[src/rtl/csr_access_unit_pkg.sv]
// Shared types for the CSR access path: CSR op encoding and read-only address prefix.
package csr_access_unit_pkg;

    typedef enum logic [1:0] {
        CSR_OP_RW = 2'd0,
        CSR_OP_RS = 2'd1,
        CSR_OP_RC = 2'd2
    } csr_op_t;

    // CSRs whose two top address bits match this prefix are read-only.
    localparam logic [1:0] CSR_RO_PREFIX = 2'b11;

endpackage

[src/rtl/csr_rmw_alu.sv]
// Combinational read-modify-write for CSR ops: new value, write intent, read-only violation.
// Encoding 3 is reserved and behaves as set-bits (RS).
module csr_rmw_alu
    import csr_access_unit_pkg::*;
#(
    parameter int XLEN = 32
) (
    input  logic [1:0]      op,
    input  logic [XLEN-1:0] old_data,
    input  logic [XLEN-1:0] src,
    input  logic            src_zero,
    input  logic [1:0]      addr_prefix,
    output logic [XLEN-1:0] new_data,
    output logic            will_write,
    output logic            illegal
);

    always_comb begin
        new_data = old_data | src;
        case (op)
            CSR_OP_RW: new_data = src;
            CSR_OP_RC: new_data = old_data & ~src;
            default:   new_data = old_data | src;
        endcase
    end

    // RW always writes (even a zero source); RS/RC with x0/uimm==0 are pure reads.
    assign will_write = (op == CSR_OP_RW) | ~src_zero;
    assign illegal    = will_write & (addr_prefix == CSR_RO_PREFIX);

endmodule

[src/rtl/csr_access_unit.sv]
// CSR access front-end: S0 reads the CSR combinationally and accepts, S1 holds the old value
// and issues the RMW write on response handoff. One request per cycle, one cycle latency.
module csr_access_unit
    import csr_access_unit_pkg::*;
#(
    parameter int XLEN       = 32,
    parameter int NW_WIDTH   = 2,
    parameter int UUID_WIDTH = 16,
    parameter int ADDR_BITS  = 12
) (
    input  logic                  clk,
    input  logic                  reset,

    input  logic                  req_valid,
    output logic                  req_ready,
    input  logic [UUID_WIDTH-1:0] req_uuid,
    input  logic [NW_WIDTH-1:0]   req_wid,
    input  logic [1:0]            req_op,
    input  logic [ADDR_BITS-1:0]  req_addr,
    input  logic [XLEN-1:0]       req_src,
    input  logic                  req_src_zero,

    output logic                  csr_read_enable,
    output logic [UUID_WIDTH-1:0] csr_read_uuid,
    output logic [NW_WIDTH-1:0]   csr_read_wid,
    output logic [ADDR_BITS-1:0]  csr_read_addr,
    input  logic [XLEN-1:0]       csr_read_data_ro,
    input  logic [XLEN-1:0]       csr_read_data_rw,

    output logic                  csr_write_enable,
    output logic [UUID_WIDTH-1:0] csr_write_uuid,
    output logic [NW_WIDTH-1:0]   csr_write_wid,
    output logic [ADDR_BITS-1:0]  csr_write_addr,
    output logic [XLEN-1:0]       csr_write_data,

    output logic                  rsp_valid,
    input  logic                  rsp_ready,
    output logic [UUID_WIDTH-1:0] rsp_uuid,
    output logic [NW_WIDTH-1:0]   rsp_wid,
    output logic [XLEN-1:0]       rsp_data,
    output logic                  rsp_illegal
);

    logic                  s1_valid;
    logic [UUID_WIDTH-1:0] s1_uuid;
    logic [NW_WIDTH-1:0]   s1_wid;
    logic [ADDR_BITS-1:0]  s1_addr;
    logic [1:0]            s1_op;
    logic [XLEN-1:0]       s1_src;
    logic                  s1_src_zero;
    logic [XLEN-1:0]       s1_old;

    logic            accept;
    logic            handoff;
    logic            forward;
    logic [XLEN-1:0] old0;
    logic [XLEN-1:0] new_data;
    logic            will_write;
    logic            illegal;

    csr_rmw_alu #(.XLEN(XLEN)) u_alu (
        .op          (s1_op),
        .old_data    (s1_old),
        .src         (s1_src),
        .src_zero    (s1_src_zero),
        .addr_prefix (s1_addr[ADDR_BITS-1 -: 2]),
        .new_data    (new_data),
        .will_write  (will_write),
        .illegal     (illegal)
    );

    assign req_ready = ~s1_valid | rsp_ready;
    assign accept    = req_valid & req_ready;
    assign handoff   = s1_valid & rsp_ready;

    assign csr_read_enable = accept;
    assign csr_read_uuid   = req_uuid;
    assign csr_read_wid    = req_wid;
    assign csr_read_addr   = req_addr;

    // Reset gates the write combinationally so a dropped S1 entry never reaches the CSR block.
    assign csr_write_enable = handoff & will_write & ~illegal & ~reset;
    assign csr_write_uuid   = s1_uuid;
    assign csr_write_wid    = s1_wid;
    assign csr_write_addr   = s1_addr;
    assign csr_write_data   = new_data;

    // The CSR block only sees this cycle's write at the next edge, so a dependent read bypasses it.
    assign forward = csr_write_enable & accept & (req_wid == s1_wid) & (req_addr == s1_addr);
    assign old0    = forward ? new_data : (csr_read_data_ro | csr_read_data_rw);

    always_ff @(posedge clk) begin
        if (reset) begin
            s1_valid <= 1'b0;
        end else if (accept) begin
            s1_valid <= 1'b1;
        end else if (handoff) begin
            s1_valid <= 1'b0;
        end
    end

    always_ff @(posedge clk) begin
        if (accept) begin
            s1_uuid     <= req_uuid;
            s1_wid      <= req_wid;
            s1_addr     <= req_addr;
            s1_op       <= req_op;
            s1_src      <= req_src;
            s1_src_zero <= req_src_zero;
            s1_old      <= old0;
        end
    end

    assign rsp_valid   = s1_valid;
    assign rsp_uuid    = s1_uuid;
    assign rsp_wid     = s1_wid;
    assign rsp_data    = s1_old;
    assign rsp_illegal = s1_valid & illegal;

endmodule

[config.mk]
export PLATFORM = sky130hd
export DESIGN_NAME = csr_access_unit
export DESIGN_NICKNAME = d
export VERILOG_FILES = /design/src/rtl/csr_access_unit_pkg.sv /design/src/rtl/csr_rmw_alu.sv /design/src/rtl/csr_access_unit.sv
export SDC_FILE = /design/constraint.sdc
export NUM_CORES = 1
export LEC_CHECK = 0
export CORE_UTILIZATION = 38
export CTS_CLUSTER_DIAMETER = 80
export CTS_CLUSTER_SIZE = 10
export DETAILED_ROUTE_END_ITERATION = 10
export PLACE_DENSITY = 0.8
export SLEW_MARGIN = 40
export SYNTH_ARGS = -nofsm -noshare
export SYNTH_HDL_FRONTEND = slang
export SYNTH_SLANG_ARGS = --single-unit
[constraint.sdc]
create_clock -name clk -period 6.7 [get_ports clk]
set_input_delay 2.01 -clock clk [delete_from_list [all_inputs] [get_ports clk]]
set_output_delay 2.01 -clock clk [all_outputs]
set_load 0.005 [all_outputs]
==> results.py, run 1 <==
metrics = {
    "worst_setup_path": {
        "cp_max_fo": 4,
        "crit_family": "buffers and inverters",
        "cp_common_cell": "clkdlybuf4s50_1",
        "crit_buf_inv": 2,
        "cp_slowest_cell": "clkdlybuf4s50_1",
        "worstSetupPathDepth": 4,
        "crit_arrival_ns": 3.40,
        "worstPathCellList": "clkdlybuf4s50_1 -> nand2b_1 -> and2_4 -> clkdlybuf4s50_1",
        "critPathKind": "in2out",
        "slowest_delay_ns": 0.53,
        "r2r_cells": 6,
        "cp.required_ns": 4.69,
        "crit_path_start_kind": "input port",
        "cp-end-kind": "output port",
    },
    "cts": {
        "cts_max_level": 3,
        "clockRootBuffer": "clkbuf_16",
        "cts_tree": "built",
        "post_cts_buffers": 0,
        "ctsResizeCount": 0,
        "cts_hold_buf": 0,
        "clockBufferDepth": 2,
        "cts_inserted_buffers": 9,
        "clk_latency_ns": 0.33,
        "cts.clk_slew.worst_paths_ns": 0.07,
        "cts.sinks": 98,
    },
    "logic_synthesis": {
        "synthDominantCellAreaShare": 0.6183,
        "synth_fp_nets": 447,
        "yosysTopAreaCell": "edfxtp_1",
        "yosysWarnings": 0,
        "yosys.cell_types.count": 26,
        "ys_ff_latch": 98,
        "async_reset_ff_frac": 0,
        "synth_edf_count": 97,
        "synth_area_leaders": "edfxtp_1 62%, buf_4 7.6%, xor2_1 7.6%",
        "ys_seq_area_frac": 0.6226,
        "synth_top_cells_by_count": "97 x edfxtp_1, 48 x buf_4, 41 x xor2_1",
        "syn_area_um2": 4711,
        "syn_area_per_cell_um2": 15.00,
        "post-synth-top-count-cell": "edfxtp_1",
        "netlist_instances": 314,
        "synth_flop_cell": "edfxtp_1",
    },
    "sta": {
        "max_clock_freq_ghz": 0.1849,
        "maxSlewViolCount": 0,
        "timing.setup.tns_ns": 0,
        "hold_viol": 0,
        "fin_crit_sh": 0.8073,
        "tightest_slew_ns": 0.7306,
        "rsz0062_at_grt": "no",
        "max_slew_margin": 0.5130,
        "clock_skew_ns": 0.006525,
        "min_period_ns": 5.409,
        "final-setup-viol-count": 0,
    },
    "finish": {
        "final_net_count": 684,
        "drive_above_1_share": 0.1583,
        "stdcell_area_um2": 7636,
        "area_growth_pct": 62.10,
        "diodes": 0,
    },
    "pwr": {
        "power_density_nw_per_um2": 202.4,
        "ir_drop_mv": 0.1434,
        "total_leakage_power_nw": 2.690,
    },
    "routing": {
        "drtPass1Iterations": 4,
        "dr.first_iter.drc_count": 150,
        "wl_um": 12230,
        "drt-vias-per-instance": 4.616,
        "drc": 0,
        "num_vias": 3342,
        "wl_per_cell_um": 16.89,
        "ant_nets": 0,
    },
    "floorplan": {
        "ios": 280,
        "floorplan.rows": 40,
        "die_w_um": 113.3,
        "initial_core_util": 0.3906,
        "dieArea_um2": 12850,
        "core_um2": 12060,
        "chipHeight_um": 113.3,
    },
    "min_path": {
        "min-delay-path-class": "reg2reg",
        "whs_path_depth": 2,
    },
    "global_route": {
        "antenna_found_initial": 0,
        "grt_pass1_vias": 3517,
        "overflow": 0,
        "grt_pass1_wl_um": 18260,
        "grt_usage": 0.1876,
        "grt_start_max_net_pins": 57,
    },
    "placement": {
        "routabilityCongestion": 0.7772,
        "dp_hpwl_um": 9288,
        "placed_area_um2": 7341,
        "portBuffers": 279,
    },
    "flow_run": {
        "drv_cap": 0,
    },
    "run_status": {
        "status": "complete, no violations",
    },
}
==> worst register-to-register path, stage by stage, from the launching register on <==
cell and delay, ns:
edfxtp_1 0.60, buf_6 0.25, o21ai_1 0.21, nand2_1 0.11
and4bb_2 0.35, nand4_4 0.55, mux2_1 0.55
==> flip-flops by register name, summed over array words and instances, names as in the netlist <==
signal	flops
s1_src	32
csr_write_uuid	16
rsp_data	32
csr_write_wid	2
rsp_valid	1
s1_src_zero	1
csr_write_addr	12
s1_op	2
==> final timing paths <==
check | slack, ns | end | from
worst min register to register | 0.62 | rsp_valid$_SDFFE_PP0P_ | rsp_valid$_SDFFE_PP0P_
worst max register to register | 3.82 | rsp_data[7]$_DFFE_PN_ | s1_op[1]$_DFFE_PN_
worst min-delay path | 0.62 | rsp_valid$_SDFFE_PP0P_ | rsp_valid$_SDFFE_PP0P_
worst max-delay path | 1.29 | csr_read_enable | rsp_ready
==> area by class of cell <==
type | count | area (µm²)
Fill cell | 945 | 4425
Sequential cell | 98 | 2933
Timing Repair Buffer | 285 | 2845
Multi-Input combinational cell | 156 | 1349
Clock buffer | 9 | 225.2
Tap cell | 168 | 210.2
Clock inverter | 7 | 70.07
Inverter | 1 | 3.754
==> through the flow <==
step	power, W	util	setup slack, ns	std cells	hold slack (ns)
final	0.001546	0.6331	1.291	724	0.6203
after global routing	0.001605	0.6331	1.217	724	0.6542
after CTS	0.001564	0.6331	1.282	724	0.6142
after detailed placement	0.001052	0.6086	1.292	708	0.6071
after global placement	0.001042	0.6067	1.324	706	0.5620
after floorplan	0.0008575	-	0.2066	314	0.5574
==> placed cells by master, fill, tap and decap left out, types with 2 or more instances in the layout <==
cell / instances
buf_4: 4
buf_6: 2
clkbuf_16: 9
clkdlybuf4s50_1: 279
clkinv_2: 2
clkinv_4: 3
edfxtp_1: 97
mux2_2: 31
nand2_1: 2
o22a_1: 32
or2_2: 32
xnor2_1: 5
xor2_1: 41
==> where the power goes <==
group / internal, W / switching, W / leakage (nW)
clock network: 0.000289 / 0.000221 / 0.147
logic: 0.000202 / 0.0000948 / 1.62
registers: 0.000717 / 0.0000226 / 0.923
total: 0.00121 / 0.000338 / 2.69
==> routing by layer <==
layer	global-route usage	vias to the layer above	share of wire
li1	-	1583	-
met1	0.2125	1590	0.39
met2	0.3378	151	0.52
met3	0.04499	18	0.067
met4	0.07807	0	0.018
met5	0	-	0
==> cell families (layout without fill, tap and decap cells) <==
kind of cell	count (synthesis)	in the layout	synth area share
buffers and inverters	60	302	0.09163
muxes	32	32	0.07649
xor gates and xnor gates	46	46	0.08552
and+or+nand+nor	44	44	0.06215
DFF	98	98	0.6226
AOI/OAI and AO/OA	34	34	0.06162
Note: power is estimated with default switching activity, not from simulation.
==> run 2, diff against run 1 <==
==> constraint.sdc (replaced) <==
create_clock -name clk -period 5.35 [get_ports clk]
set_input_delay 1.605 -clock clk [delete_from_list [all_inputs] [get_ports clk]]
set_output_delay 1.605 -clock clk [all_outputs]
set_load 0.005 [all_outputs]
==> run 2 against run 1 <==
Compared with the run above: power is 21% higher; hold slack improved by 0.010 ns; design area down 0.64%; die area unchanged; combinational power up 24%; clock power rose by 13%; global-route usage decreased by 0.18 points; clock skew decreased by 0.0021 ns; register-to-register slack worse by 1.2 ns; count of clock-buffer cells in the layout increased by 3; setup slack worse by 0.52 ns; cell count unchanged.
==> results.py, run 2 (synthesis results as in run 1) <==
metrics = {
    "cts": {
        "clk_latency_ns": 0.34,
        "cts_tree": "built",
        "cts_max_level": 3,
        "cts_hold_buf": 0,
        "post_cts_buffers": 0,
        "cts_inserted_buffers": 9,
        "cts.sinks": 98,
        "cts.clk_slew.worst_paths_ns": 0.06,
        "clockRootBuffer": "clkbuf_16",
        "ctsResizeCount": 0,
        "clockBufferDepth": 2,
    },
    "routing": {
        "num_vias": 3319,
        "dr.first_iter.drc_count": 97,
        "drt-vias-per-instance": 4.584,
        "wl_um": 11970,
        "wl_per_cell_um": 16.53,
        "drtPass1Iterations": 4,
        "ant_nets": 0,
        "drc": 0,
    },
    "placement": {
        "dp_hpwl_um": 9015,
        "routabilityCongestion": 0.7943,
        "placed_area_um2": 7330,
        "portBuffers": 279,
    },
    "finish": {
        "final_net_count": 683,
        "layout_commonest_cell": "clkdlybuf4s50_1",
        "drive_above_1_share": 0.1514,
        "nFillCells": 928,
        "final_cell_mix": "279 x clkdlybuf4s50_1, 97 x edfxtp_1, 41 x xor2_1, 32 x o22a_1, 32 x or2_2",
        "area_growth_pct": 61.06,
        "stdcell_area_um2": 7587,
    },
    "floorplan": {
        "core_um2": 12060,
        "initial_core_util": 0.3906,
        "ios": 280,
        "chipHeight_um": 113.3,
        "floorplan.rows": 40,
        "die_w_um": 113.3,
        "dieArea_um2": 12850,
    },
    "worst_setup_path": {
        "cp-end-kind": "output port",
        "cp_max_fo": 4,
        "r2r_slack_ns": 2.60,
        "crit_arrival_ns": 2.97,
        "crit_path_start_kind": "input port",
        "crit_start": "rsp_ready",
        "rr_startpoint": "s1_op[0]$_DFFE_PN_",
        "cp.required_ns": 3.74,
        "critPathKind": "in2out",
    },
    "flow_run": {
        "drv_cap": 0,
    },
    "pwr": {
        "ir_drop_mv": 0.1806,
        "total_leakage_power_nw": 2.665,
        "power_density_nw_per_um2": 246.3,
    },
    "sta": {
        "rsz0062_at_grt": "no",
        "final-setup-viol-count": 0,
        "max_clock_freq_ghz": 0.2186,
        "tightest_slew_ns": 0.7370,
        "maxSlewViolCount": 0,
        "whs_ns": 0.6304,
        "fin_crit_sh": 0.8552,
        "min_period_ns": 4.576,
        "timing.setup.tns_ns": 0,
        "max_slew_margin": 0.5086,
        "hold_viol": 0,
        "clock_skew_ns": 0.004453,
    },
    "global_route": {
        "grt_pass1_vias": 3470,
        "grt_start_max_net_pins": 58,
        "antenna_found_initial": 1,
        "overflow": 0,
        "grt_usage": 0.1858,
        "grt_pass1_wl_um": 17940,
    },
    "run_status": {
        "status": "complete, no violations",
    },
    "min_path": {
        "min-delay-path-class": "reg2reg",
        "hp-start": "rsp_valid$_SDFFE_PP0P_",
    },
}
run 2: stage by stage:
stage	std cells	util	power [W]	setup slack, ns
detailed placement	707	0.6077	0.001315	0.7707
global route	723	0.6288	0.001947	0.7293
global placement	706	0.6067	0.001305	0.7807
finish	724	0.6290	0.001869	0.7745
CTS	723	0.6288	0.001896	0.7584
floorplan	314	-	0.001072	0.7065
run 2: layout make-up:
cell class / instances / area, µm² / area share
multi-input cells: 156 / 1349 / 0.1778
well taps: 168 / 210.2 / 0.02770
clock inverters: 4 / 18.77 / 0.002474
diodes: 1 / 2.502 / 0.0003298
clock buffers: 12 / 236.5 / 0.03117
flip-flops and latches: 98 / 2933 / 0.3865
repair buffers: 284 / 2834 / 0.3735
inverters: 1 / 3.754 / 0.0004947
run 2: critical path, cell delays in order:
cell and delay (ns):
clkdlybuf4s50_1 0.47, nand2b_1 0.17, and2_4 0.18, clkdlybuf4s50_1 0.53
run 2: path summary, 6_finish.rpt:
kind,endpoint,cells after the start
min,rsp_valid$_SDFFE_PP0P_,2
max reg2reg,rsp_data[7]$_DFFE_PN_,5
max,csr_read_enable,4
min reg2reg,rsp_valid$_SDFFE_PP0P_,2
run 2: routing by layer:
layer	vias up	global-route usage	part of all wire
li1	1585	-	-
met1	1566	0.2086	0.39
met2	153	0.3256	0.52
met3	15	0.05731	0.076
met4	0	0.08070	0.017
met5	-	0	0
run 2: report_power, final:
group	leakage, nW	switching, W	internal [W]
sequential	0.923	0.0000290	0.000898
combinational	1.61	0.000116	0.000252
clock	0.128	0.000261	0.000312
total	2.67	0.000406	0.00146
==> run 3, diff against run 2 <==
--- a/config.mk
+++ b/config.mk
@@ -9,8 +9,9 @@
 export CTS_CLUSTER_DIAMETER = 80
 export CTS_CLUSTER_SIZE = 10
 export DETAILED_ROUTE_END_ITERATION = 10
-export PLACE_DENSITY = 0.8
+export PLACE_DENSITY = 0.88
 export SLEW_MARGIN = 40
 export SYNTH_ARGS = -nofsm -noshare
 export SYNTH_HDL_FRONTEND = slang
 export SYNTH_SLANG_ARGS = --single-unit
+export TNS_END_PERCENT = 20
==> run 3 against run 2 <==
Compared with the run above: non-clock buffer count unchanged; sequential share of layout area down 0.057 points; sequential cell count unchanged; wire length up 2.3%; clock power up 6.5%; design area up 0.15%; hold slack worse by 0.024 ns; global-route usage up 0.44 points; die area unchanged; clock skew up 0.0050 ns; critical path type unchanged; largest power group unchanged; highest routed layer is now met5.
==> results.py, run 3 (synthesis results as in run 1) <==
metrics = {
    "sta": {
        "clock_skew_ns": 0.009427,
        "rsz0062_at_grt": "no",
        "fin_crit_sh": 0.8547,
        "min_period_ns": 4.573,
        "max_slew_margin": 0.4850,
        "fin_ws_ns": 0.7774,
        "hold_viol": 0,
        "final-setup-viol-count": 0,
        "tightest_slew_ns": 0.7726,
        "maxSlewViolCount": 0,
        "whs_ns": 0.6066,
        "max_clock_freq_ghz": 0.2187,
        "timing.setup.tns_ns": 0,
    },
    "min_path": {
        "whs_path_depth": 2,
        "min-delay-path-class": "reg2reg",
        "hp-start": "rsp_valid$_SDFFE_PP0P_",
    },
    "finish": {
        "instances_no_fill": 721,
        "diodes": 0,
        "layout_commonest_cell": "clkdlybuf4s50_1",
        "drive_above_1_share": 0.1519,
        "multi_input_area_um2": 1349,
        "final_net_count": 683,
        "final_cell_mix": "279 x clkdlybuf4s50_1, 97 x edfxtp_1, 41 x xor2_1, 32 x o22a_1, 32 x or2_2",
        "nFillCells": 927,
        "final_util": 0.6300,
        "regArea_um2": 2933,
        "area_growth_pct": 61.30,
    },
    "floorplan": {
        "dieArea_um2": 12850,
        "initial_core_util": 0.3906,
        "floorplan.rows": 40,
        "ios": 280,
        "chipHeight_um": 113.3,
        "core_um2": 12060,
        "die_w_um": 113.3,
    },
    "flow_run": {
        "drv_cap": 0,
    },
    "global_route": {
        "overflow": 0,
        "grt_pass1_vias": 3633,
        "grt_pass1_wl_um": 18650,
        "antenna_found_initial": 1,
        "grt_usage": 0.1903,
        "grt_start_max_net_pins": 60,
    },
    "routing": {
        "drt-vias-per-instance": 4.689,
        "drc": 0,
        "wl_um": 12240,
        "dr.first_iter.drc_count": 96,
        "ant_nets": 0,
        "drtPass1Iterations": 4,
        "num_vias": 3381,
        "wl_per_cell_um": 16.98,
    },
    "worst_setup_path": {
        "rr_startpoint": "s1_op[0]$_DFFE_PN_",
        "r2r_slack_ns": 2.50,
        "critPathKind": "in2out",
        "r2r_cells": 6,
        "crit_start": "rsp_ready",
        "cp-end-kind": "output port",
        "cp_max_fo": 4,
        "cp.required_ns": 3.74,
        "crit_path_start_kind": "input port",
        "crit_arrival_ns": 2.97,
    },
    "cts": {
        "cts.sinks": 98,
        "post_cts_buffers": 0,
        "clk_latency_ns": 0.33,
        "cts_max_level": 3,
        "clockBufferDepth": 2,
        "ctsResizeCount": 0,
        "cts_tree": "built",
        "cts_hold_buf": 0,
        "cts_inserted_buffers": 9,
        "cts.clk_slew.worst_paths_ns": 0.07,
        "clockRootBuffer": "clkbuf_16",
    },
    "placement": {
        "dp_hpwl_um": 9427,
        "portBuffers": 279,
        "place_worst_setup_slack_ns": 0.7865,
        "routabilityCongestion": 0.7645,
        "dpl.cell_count": 707,
    },
    "pwr": {
        "ir_drop_mv": 0.2010,
        "power_density_nw_per_um2": 251.1,
        "total_leakage_power_nw": 2.672,
    },
    "run_status": {
        "status": "complete, no violations",
    },
}
## run 3: changes by cell type in the layout (fill, tap and decap cells not counted), sizes merged
cell	before	now
bufinv	0	1
clkbuf	12	9
diode	1	0
## run 3: where the power goes
group / switching, W / leakage, nW / total [W] / internal [W]
clock: 0.000257 / 0.136 / 0.000610 / 0.000352
combinational: 0.000120 / 1.61 / 0.000372 / 0.000252
sequential: 0.0000280 / 0.923 / 0.000926 / 0.000898
total: 0.000406 / 2.67 / 0.00191 / 0.00150
## run 3: cell type report
| cell class | instances | share of cell area |
|---|---|---|
| Inverter | 1 | 0.0004940 |
| Clock inverter | 5 | 0.006257 |
| Tap cell | 168 | 0.02766 |
| Sequential cell | 98 | 0.3860 |
| Multi-Input combinational cell | 156 | 0.1775 |
| Clock buffer | 9 | 0.02964 |
| Timing Repair Buffer | 284 | 0.3725 |
## run 3: per-stage QoR
step / instance area, µm² / total power, W
final: 7599 / 0.001908
after global routing: 7599 / 0.001988
after CTS: 7599 / 0.001931
after global placement: 7326 / 0.001304
after floorplan: 4712 / 0.001072
after detailed placement: 7326 / 0.001317
## run 3: worst max-delay path: stages
cell             delay [ns]
clkdlybuf4s50_1        0.49
nand2b_1               0.17
and2_4                 0.19
clkdlybuf4s50_1        0.51
## run 3: path summary, 6_finish.rpt
path,to
worst max-delay path,csr_read_enable
worst min-delay path,rsp_valid$_SDFFE_PP0P_
worst max register to register,rsp_data[7]$_DFFE_PN_
worst min register to register,rsp_valid$_SDFFE_PP0P_
## run 3: metal layers
layer / global-route usage / part of all wire / up-vias / routed length, µm
met5: 0 / 0.00090 / - / 11
met2: 0.3603 / 0.55 / 139 / 6678
met3: 0.04392 / 0.057 / 12 / 700
met1: 0.2086 / 0.39 / 1648 / 4714
met4: 0.06140 / 0.011 / 2 / 136
li1: - / - / 1580 / -
